`config.mk`:
```
export PLATFORM = sky130hd
export DESIGN_NAME = store_trace_monitor_flat
export DESIGN_NICKNAME = d
export VERILOG_FILES = /design/src/rtl/store_trace_monitor_if.sv /design/src/rtl/store_trace_monitor.sv /design/src/flat_wrapper.sv
export SDC_FILE = /design/constraint.sdc
export NUM_CORES = 1
export LEC_CHECK = 0
export BUFFER_PORTS_ARGS = -buffer_cell sky130_fd_sc_hd__buf_2
export CAP_MARGIN = 20
export CORE_UTILIZATION = 40
export CTS_BUF_LIST = sky130_fd_sc_hd__clkbuf_8 sky130_fd_sc_hd__clkbuf_16
export CTS_CLUSTER_DIAMETER = 120
export CTS_CLUSTER_SIZE = 16
export DETAILED_ROUTE_END_ITERATION = 16
export GPL_TIMING_DRIVEN = 0
export PLACE_DENSITY = 0.57
export SLEW_MARGIN = 30
export SYNTH_ARGS = -nofsm -noshare
export SYNTH_HDL_FRONTEND = slang
export SYNTH_SLANG_ARGS = --single-unit
```
`constraint.sdc`:
```
create_clock -name clk -period 16.5 [get_ports clk]
set_input_delay 0.825 -clock clk [delete_from_list [all_inputs] [get_ports clk]]
set_output_delay 0.825 -clock clk [all_outputs]
set_load 0.005 [all_outputs]
```
`src/rtl/store_trace_monitor_if.sv`:
```
// Store bus from the processor plus the valid/ready drain port of the trace FIFO.
// The monitor takes the slave side; the producer/consumer environment takes the master side.
interface store_trace_monitor_if;
    logic        MemWrite;
    logic [31:0] DataAdr;
    logic [31:0] WriteData;
    logic        out_valid;
    logic        out_ready;
    logic [31:0] out_addr;
    logic [31:0] out_data;

    modport master (
        output MemWrite, DataAdr, WriteData, out_ready,
        input  out_valid, out_addr, out_data
    );

    modport slave (
        input  MemWrite, DataAdr, WriteData, out_ready,
        output out_valid, out_addr, out_data
    );
endinterface

```
`src/rtl/store_trace_monitor.sv`:
```
// Captures stores that land in a scratch window into a small FIFO and keeps a
// sticky pass/fail/timeout verdict driven by a store to PASS_ADDR.
module store_trace_monitor #(
    parameter int unsigned DEPTH     = 8,
    parameter logic [31:0] WIN_BASE  = 32'd96,
    parameter logic [31:0] WIN_SIZE  = 32'd4,
    parameter logic [31:0] PASS_ADDR = 32'd100,
    parameter logic [31:0] PASS_DATA = 32'd25,
    parameter int unsigned TIMEOUT   = 1000
) (
    input  logic                     clk,
    input  logic                     reset,
    store_trace_monitor_if.slave     bus,
    output logic [$clog2(DEPTH):0]   fill,
    output logic [15:0]              drop_cnt,
    output logic                     pass,
    output logic                     fail
);
    localparam int PTR_W = $clog2(DEPTH);
    localparam int FILL_W = PTR_W + 1;
    localparam logic [31:0] TIMEOUT_LAST = 32'(TIMEOUT - 1);
    localparam logic [32:0] WIN_LO = {1'b0, WIN_BASE};
    localparam logic [32:0] WIN_HI = {1'b0, WIN_BASE} + {1'b0, WIN_SIZE};

    typedef enum logic [1:0] {ST_RUN, ST_PASS, ST_FAIL} stateT;

    stateT             state;
    stateT             nextState;
    logic [63:0]       mem [DEPTH];
    logic [PTR_W-1:0]  wrPtr;
    logic [PTR_W-1:0]  rdPtr;
    logic [PTR_W-1:0]  rdNext;
    logic [31:0]       toCnt;
    logic [31:0]       headAddr;
    logic [31:0]       headData;
    logic [32:0]       adrWide;
    logic              inWindow;
    logic              pushReq;
    logic              doPush;
    logic              doPop;
    logic              full;
    logic              empty;

    // 33-bit compare so a window ending at 2^32 does not wrap to zero.
    assign adrWide  = {1'b0, bus.DataAdr};
    assign inWindow = (adrWide >= WIN_LO) && (adrWide < WIN_HI);

    assign full    = (fill == FILL_W'(DEPTH));
    assign empty   = (fill == '0);
    assign pushReq = (state == ST_RUN) && bus.MemWrite && inWindow;
    assign doPop   = !empty && bus.out_ready;
    assign doPush  = pushReq && (!full || doPop);
    assign rdNext  = doPop ? rdPtr + PTR_W'(1) : rdPtr;

    assign bus.out_valid = !empty;
    assign bus.out_addr  = headAddr;
    assign bus.out_data  = headData;
    assign pass = (state == ST_PASS);
    assign fail = (state == ST_FAIL);

    // A verdict store in the timeout cycle takes priority over the timeout.
    always_comb begin
        nextState = state;
        if (state == ST_RUN) begin
            if (bus.MemWrite && bus.DataAdr == PASS_ADDR) begin
                nextState = (bus.WriteData == PASS_DATA) ? ST_PASS : ST_FAIL;
            end else if (bus.MemWrite && !inWindow) begin
                nextState = ST_FAIL;
            end else if (TIMEOUT != 0 && toCnt == TIMEOUT_LAST) begin
                nextState = ST_FAIL;
            end
        end
    end

    always_ff @(posedge clk) begin
        if (reset) begin
            state <= ST_RUN;
        end else begin
            state <= nextState;
        end
    end

    // NOTE: the storage array has no reset; occupancy is tracked by the pointers and fill.
    always_ff @(posedge clk) begin
        if (doPush) begin
            mem[wrPtr] <= {bus.DataAdr, bus.WriteData};
        end
    end

    always_ff @(posedge clk) begin
        if (reset) begin
            toCnt    <= '0;
            wrPtr    <= '0;
            rdPtr    <= '0;
            fill     <= '0;
            drop_cnt <= '0;
            headAddr <= '0;
            headData <= '0;
        end else begin
            if (state == ST_RUN) begin
                toCnt <= toCnt + 32'd1;
            end
            if (doPush) begin
                wrPtr <= wrPtr + PTR_W'(1);
            end
            rdPtr <= rdNext;
            if (doPush && !doPop) begin
                fill <= fill + FILL_W'(1);
            end else if (doPop && !doPush) begin
                fill <= fill - FILL_W'(1);
            end
            if (pushReq && !doPush && drop_cnt != 16'hFFFF) begin
                drop_cnt <= drop_cnt + 16'd1;
            end
            // The head register holds its value once the FIFO drains empty.
            if (doPush && fill == (doPop ? FILL_W'(1) : FILL_W'(0))) begin
                headAddr <= bus.DataAdr;
                headData <= bus.WriteData;
            end else if (doPop && fill != FILL_W'(1)) begin
                {headAddr, headData} <= mem[rdNext];
            end
        end
    end
endmodule

```
`src/flat_wrapper.sv`:
```
// flat-port wrapper written by rule: the top's interface ports become plain ports
module store_trace_monitor_flat 
#(
    parameter int unsigned DEPTH     = 8,
    parameter logic [31:0] WIN_BASE  = 32'd96,
    parameter logic [31:0] WIN_SIZE  = 32'd4,
    parameter logic [31:0] PASS_ADDR = 32'd100,
    parameter logic [31:0] PASS_DATA = 32'd25,
    parameter int unsigned TIMEOUT   = 1000
)
  (clk, reset, fill, drop_cnt, pass, fail, bus_MemWrite, bus_DataAdr, bus_WriteData, bus_out_ready, bus_out_valid, bus_out_addr, bus_out_data);
  store_trace_monitor_if bus_i ();
  input  logic clk;
  input  logic reset;
  output logic [$clog2(DEPTH):0] fill;
  output logic [15:0] drop_cnt;
  output logic pass;
  output logic fail;
  input wire logic [$bits(bus_i.MemWrite)-1:0] bus_MemWrite;
  input wire logic [$bits(bus_i.DataAdr)-1:0] bus_DataAdr;
  input wire logic [$bits(bus_i.WriteData)-1:0] bus_WriteData;
  input wire logic [$bits(bus_i.out_ready)-1:0] bus_out_ready;
  output wire logic [$bits(bus_i.out_valid)-1:0] bus_out_valid;
  output wire logic [$bits(bus_i.out_addr)-1:0] bus_out_addr;
  output wire logic [$bits(bus_i.out_data)-1:0] bus_out_data;
  assign bus_i.MemWrite = bus_MemWrite;
  assign bus_i.DataAdr = bus_DataAdr;
  assign bus_i.WriteData = bus_WriteData;
  assign bus_i.out_ready = bus_out_ready;
  assign bus_out_valid = bus_i.out_valid;
  assign bus_out_addr = bus_i.out_addr;
  assign bus_out_data = bus_i.out_data;
  store_trace_monitor #(.DEPTH(DEPTH), .WIN_BASE(WIN_BASE), .WIN_SIZE(WIN_SIZE), .PASS_ADDR(PASS_ADDR), .PASS_DATA(PASS_DATA), .TIMEOUT(TIMEOUT)) u_core (.clk(clk), .reset(reset), .bus(bus_i), .fill(fill), .drop_cnt(drop_cnt), .pass(pass), .fail(fail));
endmodule
```
== Word level (Yosys, flattened, before mapping) ==
Memory sizes are Yosys's and may differ from the RTL's.
Cells that the tools add are included.

* Order comparisons: 2
* Equality and inequality tests: 9
* Reductions and logical operators: 25
* Multiplexer cells: 14
* Add/sub/neg operators: 6

{| class="wikitable"
|+ Operators by type and width
! cell !! count
|-
| 32-bit two-way mux || 4
|-
| 32-bit by 1-bit adder with 32-bit output (second input constant) || 1
|-
| 32-bit by 10-bit == test with 1-bit output (second input constant) || 1
|-
| 32-bit by 5-bit == test with 1-bit output (second input constant) || 1
|-
| 32-bit by 7-bit == test with 1-bit output (second input constant) || 1
|-
| 32-bit by 7-bit >= comparator with 1-bit output (second input constant) || 1
|-
| 32-bit by 7-bit less-than comparator with 1-bit output (second input constant) || 1
|-
| 16-bit by 1-bit adder with 16-bit output (second input constant) || 1
|-
| 16-bit inequality test (second input constant) || 1
|-
| 1-bit logical AND || 13
|-
| 2-bit two-way mux || 4
|-
| 4-bit two-way mux || 2
|-
| 3-bit by 1-bit adder with 3-bit output (second input constant) || 2
|-
| 1-bit zero test || 5
|-
| 4-bit by 1-bit adder with 4-bit output (second input constant) || 1
|-
| 4-bit == test || 1
|-
| 4-bit == test (second input constant) || 1
|-
| 4-bit zero test || 1
|-
| 4-bit by 1-bit inequality test with 1-bit output (second input constant) || 1
|-
| 2-bit nonzero test || 2
|-
| 4-bit by 1-bit subtractor with 4-bit output (second input constant) || 1
|-
| 1-bit two-way mux || 3
|-
| 3-bit two-way mux || 1
|-
| 3-bit nonzero test || 1
|-
| other kinds (5) || 5
|}

* Input bits: 68
* Register bits after elaboration: 124
* Memories kept: 1
* Bits in writable memories: 512
* Output and inout bits: 87

{| class="wikitable"
|+ Memory list
! name !! words !! bits a word !! rd ports !! clocked after memory_dff !! write ports !! line !! text
|-
| u_core.mem || 8 || 64 || 1 || 0 || 1 || store_trace_monitor.sv:29 || <nowiki>logic [63:0] mem [DEPTH];</nowiki>
|}

== Depth between registers and ports, before layout ==
* Depth after elaboration: 9
* Depth in mapped cells: 12

== Least setup slack after synthesis ==
OpenSTA, ideal clock, no wires.

* Path type: input to register
* Start point: input port bus_DataAdr[23]
* End point: memory u_core.mem[4][0] (enable)
* Setup slack: 9420 ps
* Arrival time: 6515 ps
* Buffers on the path: 0
* Stages: 5
* Library setup time: 565 ps
* Data required time: 15935 ps
* Path through: nor4b_1 > nand4_1 > nor4b_2 > nand2_1 > nor3_1

* Longest elaborated chain between the ends: 6

{| class="wikitable"
|+ Ends and longest elaborated chain
! element !! line !! text
|-
| from (decl) || flat_wrapper.sv:20 || <nowiki>input wire logic [$bits(bus_i.DataAdr)-1:0] bus_DataAdr;</nowiki>
|-
| 32-bit by 7-bit >= comparator with 1-bit output / 32-bit by 7-bit less-than comparator with 1-bit output (equally long branches) || store_trace_monitor.sv:46 || <nowiki>assign inWindow = (adrWide >= WIN_LO) && (adrWide < WIN_HI);</nowiki>
|-
| 1-bit logical AND * || store_trace_monitor.sv:46 ||
|-
| 1-bit logical AND * || store_trace_monitor.sv:50 || <nowiki>assign pushReq = (state == ST_RUN) && bus.MemWrite && inWindow;</nowiki>
|-
| 1-bit logical AND * || store_trace_monitor.sv:52 || <nowiki>assign doPush = pushReq && (!full || doPop);</nowiki>
|-
| net u_core.doPush || store_trace_monitor.sv:39 || <nowiki>logic doPush;</nowiki>
|-
| 1-bit two-way mux * || store_trace_monitor.sv:85 || <nowiki>if (doPush) begin</nowiki>
|-
| 1-bit two-way mux (implied by the code) * || store_trace_monitor.sv:86 || <nowiki>mem[wrPtr] <= {bus.DataAdr, bus.WriteData};</nowiki>
|-
| to (decl) || store_trace_monitor.sv:29 ||
|}

The timed path passes the listed nets; every way through them passes the cells marked *.

== Final worst setup path ==
* Start point: input port bus_DataAdr[20]
* End point: memory u_core.mem[4][19] (enable)

The elaborated chain is that of the path after synthesis.

==> impl_results.md <==
- Pwr dens: around 120 nW/µm²
- Synth top area cells: edfxtp_1 (60%), dfxtp_1 (9.7%), mux2i_1 (8.7%)
- Via count: about 14000
- Max Freq: 219 MHz
- Latest clock arrival within the worst-skew pair: roughly 0.59 ns
- Net count after synthesis: ~1600
- Initial Utilization: about two fifths
- Hold Buf Count CTS: 0
- Clock transition at path regs: 0.07 ns
- Reg2reg path depth: 11
- H-tree depth reported by CTS: 2
- Vias per cell: around 5.3
- Max Cap Viol: 0
- Final core utilization: a little under half
- Gr usage total: 19.2%
- Max-slew violations: 0
- Relative slew slack: between 30% and 40%
- Initial DRC Count: 1046
- Syn-to-layout area delta: 16.0%
- Psw: 0.00101 W
- CTS tree: yes
- Fin Setup TNS: 0 ns
- Cell Area, Placed: 28400 µm²
- Largest net degree at the start of global routing: 18
- Netlist cell types: between 50 and 60
- Area of the core: between 60000 and 70000 µm²
- CP arrival: a little under 5 ns
- Final ANT Viol Nets: 0
- Post-CTS Setup Inserts: 0
- #FFs+latches synth: approximately 640
- Fin crit period: 4.57 ns
- Yosys top cell by area: edfxtp_1
- Setup crit end kind: flop
- Min-Delay Path Class: reg -> reg
- Max FO, Critical Path: 9
- I/O pins: between 150 and 200
- Slew @ Worst Pin: 0.958 ns
- Number of synthesized flops with an enable pin: roughly 510
- RSZ-0062 raised after global routing: no
- Vias in the first global route: 14400
- # nets final: 1836
- Mapped Avg Cell Area: around 17 µm²
- Part of the Yosys area used for sequential elements: between 60% and 70%
- Ys async rst share: 0%
- Gpl congestion: roughly 0.78
- Clock sink total: approximately 640
- CTS Buf Count: 45
- Category of the most critical setup path: in -> reg
- Die Y: about 260 µm
- Worst Setup Start Kind: primary input
- Synth top area share: between 50% and 60%
- Flop pwr share: between 40 and 50%
- DIE AREA: between 60000 and 70000 µm²
- Final non-filler cell area: approximately 30000 µm²
- Final hold vios: 0
- Combinational Power Share: roughly a quarter
- Synth Flop Type: edfxtp_1
- WL final: 61.8 mm
- Ratio of final minimum period to clock period: between 20 and 30%
- Root Driver: clkbuf_16
- Hpwl dp: ~42 mm
- Warning count from the yosys run: 0
- Leak: approximately 11 nW
- Cells after Synth: ~1500
- Hold Path Stages: 2
- Num rows: between 90 and 100
- Final setup violation count: 0
- Required @ worst endpoint: ~17 ns
- I/O Buffers: between 150 and 200
- Post-cts sizing count: 0
- Global-route wire length before repair: 91.7 mm
- Status: complete, no violations
- Switching Share: a little over a quarter
- Die width: ~260 µm
- DRC violations left: 0
- Peak VDD IR: about 0.00008 V
- Share of layout cells above drive strength 1: 23.7%
- 1st-pass router iterations: 5
- Setup ws final: 11.93 ns
- Post-Syn Area: ~26000 µm²
- Total global routing overflow: 0
- Max Root-Sink Buffers: 3
- Setup Skew: approximately 0.023 ns
- Dpl ws: approximately 11 ns
- P_int: approximately 0.0027 W
- Clock power frac: between 20 and 30%
- Initial antenna violation count: 5
- Drt wl/cell: 23.4 µm
worst paths after layout:
kind / from / end / slack, ns
max reg2reg: u_core.fill[0] / u_core.mem[4][19] / 12.62
min: u_core.bus.out_addr[4] / u_core.bus.out_addr[4] / 0.49
max: bus_DataAdr[20] / u_core.mem[4][19] / 11.93
min reg2reg: u_core.bus.out_addr[4] / u_core.bus.out_addr[4] / 0.49
power by group through the flow:
stage / Combinational [W] / Sequential (W) / Clock [W]
after floorplan: 0.000659 / 0.00180 / 0
final: 0.000877 / 0.00177 / 0.00105
after global routing: 0.000943 / 0.00177 / 0.00113
after CTS: 0.000892 / 0.00177 / 0.00108
after global placement: 0.000881 / 0.00180 / 0
after detailed placement: 0.000890 / 0.00181 / 0
synth_stat cells (24+ instances only):
cell,number
xor2_1,38
mux4_2,66
o221ai_1,25
nand3_1,24
dfxtp_1,124
nand3b_1,68
nor2_1,97
mux2i_1,222
nor3_2,28
clkbuf_1,28
o22ai_1,28
edfxtp_1,512
final cells by class:
class | instances | area (µm²)
diodes | 2 | 5.00
plain buffers | 83 | 654
clock buffers | 47 | 1180
clock inverters | 36 | 148
fillers | 5436 | 33400
inverters | 5 | 18.8
multi-input cells | 785 | 7180
flip-flops and latches | 636 | 17900
well taps | 846 | 1060
repair buffers | 204 | 1650
per-stage QoR:
stage	hold WS (ns)	total power (W)	cells
3_5_place_dp	0.482	0.00270	2559
6_report	0.494	0.00370	2644
4_1_cts	0.484	0.00374	2642
2_1_floorplan	0.471	0.00246	1509
5_1_grt	0.514	0.00385	2643
3_3_place_gp	0.473	0.00269	2509
cell families (layout without fill, tap and decap cells):
| logic type | count (synthesis) | count (layout) | synth area share, % |
|---|---|---|---|
| adder cells (fa/ha/maj) | 8 | 8 | 0.390 |
| multiplexers | 290 | 290 | 14.7 |
| AO/OA/AOI/OAI | 98 | 98 | 3.03 |
| buffers and inverters | 88 | 375 | 2.62 |
| XOR/XNOR | 50 | 50 | 1.71 |
| other | 0 | 2 | 0 |
| flip-flops | 636 | 636 | 69.6 |
| AND/OR/NAND/NOR | 339 | 339 | 7.96 |
cells in the final DEF, fill, tap and decap left out, types with 13 or more instances in the layout:
cell and n:
mux2i_1 222, buf_16 23, clkbuf_16 47, xor2_1 38, buf_6 20, nor3_2 30
inv_1 40, mux4_2 66, o22ai_1 28, nor4_1 15, nand3_1 24, nand2_1 21
buf_4 22, edfxtp_1 512, nand4_1 21, nand3b_1 68, nor2_1 91, o221ai_1 25
nor3_1 13, buf_2 177, clkbuf_1 28, dfxtp_1 124
registers in the layout (all words and copies together), names as in the netlist:
| name | flops |
|---|---|
| u_core.fill | 4 |
| u_core.bus.out_data | 32 |
| u_core.wrPtr | 3 |
| u_core.drop_cnt | 16 |
| u_core.state | 2 |
| u_core.toCnt | 32 |
| u_core.rdPtr | 3 |
| u_core.bus.out_addr | 32 |
| u_core.mem | 512 |
worst max-delay path: stages:
cell and delay [ns]:
buf_2 0.15, nor4_1 0.61, nand4_1 0.57, nor4b_2 0.76
nand2_1 0.37, nor3_2 0.63, buf_6 0.23, buf_6 0.14
buf_4 0.19, buf_4 0.21, buf_4 0.18
routing by layer:
metal  GRT usage (%)  vias up  share of wire [%]
li1                -     6482                  -
met1            27.0     7300                 46
met2            31.4      281                 48
met3            3.09       64                4.5
met4            3.83        8                1.3
met5               0        -              0.089
Power figures use the tool's default switching activity.
